## config.mk

```make
export PLATFORM = sky130hd
export DESIGN_NAME = dwc_rsp_fifo
export DESIGN_NICKNAME = d
export VERILOG_FILES = /design/src/rtl/dwc_rsp_fifo.sv
export SDC_FILE = /design/constraint.sdc
export NUM_CORES = 1
export LEC_CHECK = 0
export ABC_AREA = 0
export CAP_MARGIN = 20
export CORE_ASPECT_RATIO = 2
export CORE_MARGIN = 2
export CORE_UTILIZATION = 59
export CTS_CLUSTER_SIZE = 14
export DETAILED_ROUTE_END_ITERATION = 12
export GPL_TIMING_DRIVEN = 0
export PLACE_DENSITY = 0.87
export SYNTH_ARGS = -nofsm -noshare
export SYNTH_HDL_FRONTEND = slang
export SYNTH_SLANG_ARGS = --single-unit
```

## constraint.sdc

```tcl
create_clock -name clk -period 10.5 [get_ports clk]
set_input_delay 1.575 -clock clk [delete_from_list [all_inputs] [get_ports clk]]
set_output_delay 1.575 -clock clk [all_outputs]
set_load 0.05 [all_outputs]
```

## src/rtl/dwc_rsp_fifo.sv

```systemverilog
// Show-ahead response FIFO feeding the 128->32 response width converter.
// Optional synchronous flush port is enabled by defining DWC_RSP_FIFO_FLUSH_EN.
module dwc_rsp_fifo #(
  parameter int DATA_WIDTH        = 128,
  parameter int DEPTH             = 4,
  parameter int ALMOST_FULL_LEVEL = DEPTH - 1,
  parameter int CNT_W             = $clog2(DEPTH) + 1
) (
  input  logic                  clk,
  input  logic                  rst,
  input  logic                  cp_rsp_valid,
  output logic                  cp_rsp_ready,
  input  logic [DATA_WIDTH-1:0] cp_rsp_rdata,
  output logic                  fifo_rsp_valid,
  input  logic                  fifo_rsp_ready,
  output logic [DATA_WIDTH-1:0] fifo_rsp_rdata,
  output logic [CNT_W-1:0]      count,
  output logic                  almost_full
`ifdef DWC_RSP_FIFO_FLUSH_EN
 ,input  logic                  flush
`endif
);

  localparam logic [CNT_W-1:0] AF_LVL = CNT_W'(ALMOST_FULL_LEVEL);

  logic [DATA_WIDTH-1:0] mem [DEPTH];
  logic [CNT_W-1:0]      wr_ptr, rd_ptr, count_nxt;
  logic [CNT_W-2:0]      wr_idx, rd_idx;
  logic                  empty, full, push, pop;

  assign wr_idx = wr_ptr[CNT_W-2:0];
  assign rd_idx = rd_ptr[CNT_W-2:0];
  assign empty  = (wr_ptr == rd_ptr);
  assign full   = (wr_idx == rd_idx) && (wr_ptr[CNT_W-1] != rd_ptr[CNT_W-1]);

  // Ready is a function of registered pointers only, so a pop never frees a slot same-cycle.
  assign cp_rsp_ready   = !full;
  assign fifo_rsp_valid = !empty;
  assign fifo_rsp_rdata = mem[rd_idx];

  always_comb begin
    push = cp_rsp_valid && !full;
    pop  = fifo_rsp_ready && !empty;
`ifdef DWC_RSP_FIFO_FLUSH_EN
    if (flush) begin
      push = 1'b0;
      pop  = 1'b0;
    end
`endif
  end

  always_comb begin
    count_nxt = count;
    if (push && !pop)
      count_nxt = count + CNT_W'(1);
    else if (pop && !push)
      count_nxt = count - CNT_W'(1);
  end

  // Storage is deliberately left out of reset.
  always_ff @(posedge clk) begin
    if (push)
      mem[wr_idx] <= cp_rsp_rdata;
  end

  always_ff @(posedge clk or posedge rst) begin
    if (rst) begin
      wr_ptr      <= '0;
      rd_ptr      <= '0;
      count       <= '0;
      almost_full <= 1'b0;
    end else begin
`ifdef DWC_RSP_FIFO_FLUSH_EN
      if (flush) begin
        wr_ptr      <= '0;
        rd_ptr      <= '0;
        count       <= '0;
        almost_full <= 1'b0;
      end else
`endif
      begin
        if (push)
          wr_ptr <= wr_ptr + CNT_W'(1);
        if (pop)
          rd_ptr <= rd_ptr + CNT_W'(1);
        count       <= count_nxt;
        almost_full <= (count_nxt >= AF_LVL);
      end
    end
  end

endmodule

```

==> flow_metrics.tcl <==
set metrics [dict create \
    status "completed" \
    postLayoutCoreUtil_pct 74.3 \
    ios 266 \
    syn_avg_cell_area_um2 25.8 \
    gp_congestion 0.742 \
    final_nets 1201 \
    chipHeight_um 259 \
    cts_tree "done" \
    met2_usage_pct 42.0 \
    cts-resized-gates 0 \
    wl_per_cell_um 25.7 \
    cts_setup_buffers 0 \
    cts_buffers 44 \
    path_buf_inv 4 \
    setup.worst_path.start_class "register" \
    dr.first_iter.drc_count 602 \
    vias 8910 \
    wirelength_mm 38.9 \
    critical-path-top-delay-family "buffers and inverters" \
    start_util_pct 59.7 \
    ys_ff_latch 522 \
    cp_max_fo 10 \
    crit_type "reg2out" \
    grt_usage_pct 23.1 \
    skew_ns 0.0206 \
    cp_common_cell "buf_2" \
    synth_edf_count 512 \
    worst_slew_pin_slew_ns 0.827 \
    area_growth_pct 24.4 \
    drc 0 \
    final.setup.worst_slack_ns 5.37 \
    max_freq_mhz 195 \
    finalSetupTns_ns 0 \
    final_common_cell "edfxtp_1" \
    use_met3_pct 4.41 \
    portBuffers 264 \
    r2r_setup_slack_ns 7.74 \
    seq_area_frac_synth_pct 81.5 \
    htreeDepth 2 \
    fin_cells 1514 \
    final_cell_mix "edfxtp_1 (512), clkdlybuf4s50_1 (264), mux4_2 (128)" \
    final_hold_viol_count 0 \
    core_um2 32100 \
    path_clk_slew_ns 0.06 \
    critPathSlowestCell "clkdlybuf4s50_1" \
    grt_pass1_wl_mm 58.1 \
    slew_headroom_pct 44.8 \
    rows 93 \
    busiest_layer "met2" \
    met1_usage_pct 25.6 \
    firstDrtPassIters 7 \
    die_w_um 131 \
    cpPeakStageDelay_ns 0.78 \
    hpwl_mm 25.6 \
    finalCritPeriodShare_pct 48.8 \
    period_needed_ns 5.13 \
    syn_nets 883 \
    endpoint_kind "primary output" \
    crit_required_ns 8.93 \
    grt_overflow 0 \
    rsz0062_at_grt "false" \
    drive_gt1_share_pct 20.1 \
    antenna_found_initial 14 \
    crit_chain "buf_2, clkbuf_1, buf_2, mux4_2, clkdlybuf4s50_1" \
    dp_cells 1443 \
    cts_root_buf "clkbuf_16" \
    leakagePower_nw 7.66 \
    cts_sinks 522 \
    syn_inst 744 \
    grt_pass1_vias 9650 \
    async_reset_ff_share_pct 1.92 \
    drv_slew 0 \
    ant_nets 0 \
    ys_types 38 \
    viasPerCell 5.89 \
    clkLatencyLatePin_ns 0.55 \
    netlist_area_um2 19200 \
    hp-class "reg2reg" \
    grt_max_degree 60 \
    dominantRegCellSynth "edfxtp_1" \
    irDropWorstVdd_uv 229 \
    drv_cap 0 \
    pre_cts_ws_ns 5.88 \
    hold_slack_ns 0.553 \
    cp.arrival_ns 3.55 \
    clockBufferDepth 3 \
    ys_warn_count 0 \
    power_density_nw_per_um2 336 \
    setup_violations 0 \
    dieArea_um2 34000 \
    hold_buffers 0 \
]
## worst paths after layout
path,end,depth (start not counted),from
min,wr_ptr[2],1,wr_ptr[2]
max reg2reg,mem[3][30],6,rd_ptr[0]
max in group asynchronous,rd_ptr[1],2,rst
max,fifo_rsp_rdata[77],5,rd_ptr[0]
min reg2reg,wr_ptr[2],1,wr_ptr[2]
min in group asynchronous,count[2],2,rst
## worst register-to-register path: stages, from the launching register on
cell and delay [ns]:
dfrtp_1 0.39, buf_2 0.17, xnor2_1 0.21, a31oi_4 0.31, and2_4 0.62, buf_16 0.31, buf_16 0.35
## through the flow
| stage | power [mW] | area, µm² |
|---|---|---|
| floorplan | 5.43 | 19200 |
| global placement | 6.57 | 22400 |
| detailed placement | 6.60 | 22600 |
| CTS | 8.10 | 23800 |
| global route | 8.29 | 23900 |
| finish | 8.02 | 23900 |
## flip-flops by register name (all words and copies together) (netlist names)
signal	cells
wr_ptr	3
rd_ptr	3
mem	512
count	3
almost_full	1
## where the power goes
part | internal, mW | switching (mW)
clock network | 0.830 | 0.651
logic | 1.30 | 2.31
registers | 2.81 | 0.119
total | 4.94 | 3.08
## kinds of logic after synthesis
| logic type | share of synthesized area, % |
|---|---|
| buf+inv | 0.894 |
| fa+ha+maj | 0.457 |
| simple gates | 0.829 |
| compound gates | 0.620 |
| flops | 81.5 |
| mux | 15.1 |
| xor+xnor | 0.620 |
## Yosys cell counts (2+ instances only)
cell	instances	area, µm²
nand2b_1	2	12.5
xor2_1	2	17.5
xor2_2	2	32.5
inv_1	6	22.5
buf_1	5	18.8
nand2_1	6	22.5
xnor2_1	6	52.6
nand3_1	3	15.0
clkbuf_1	11	41.3
o21ai_0	2	10.0
edfxtp_1	512	15400
mux4_2	128	2880
ha_1	7	87.6
and2_1	4	25.0
buf_2	14	70.1
nor2_1	3	11.3
dfrtp_1	10	250
## layout make-up
class / count / area, µm²
Antenna cell: 9 / 22.5
Buffer: 32 / 149
Clock buffer: 58 / 1180
Clock inverter: 4 / 70.1
Fill cell: 1768 / 8260
Inverter: 6 / 22.5
Multi-Input combinational cell: 184 / 3390
Sequential cell: 522 / 15600
Tap cell: 427 / 534
Timing Repair Buffer: 272 / 2860
## layer usage
metal  up-vias  part of all wire, %
li1       3834                    -
met1      4612                   33
met2       343                   56
met3       111                  5.7
met4        10                  5.3
met5         -                 0.20
(Power assumes the default switching activity.)
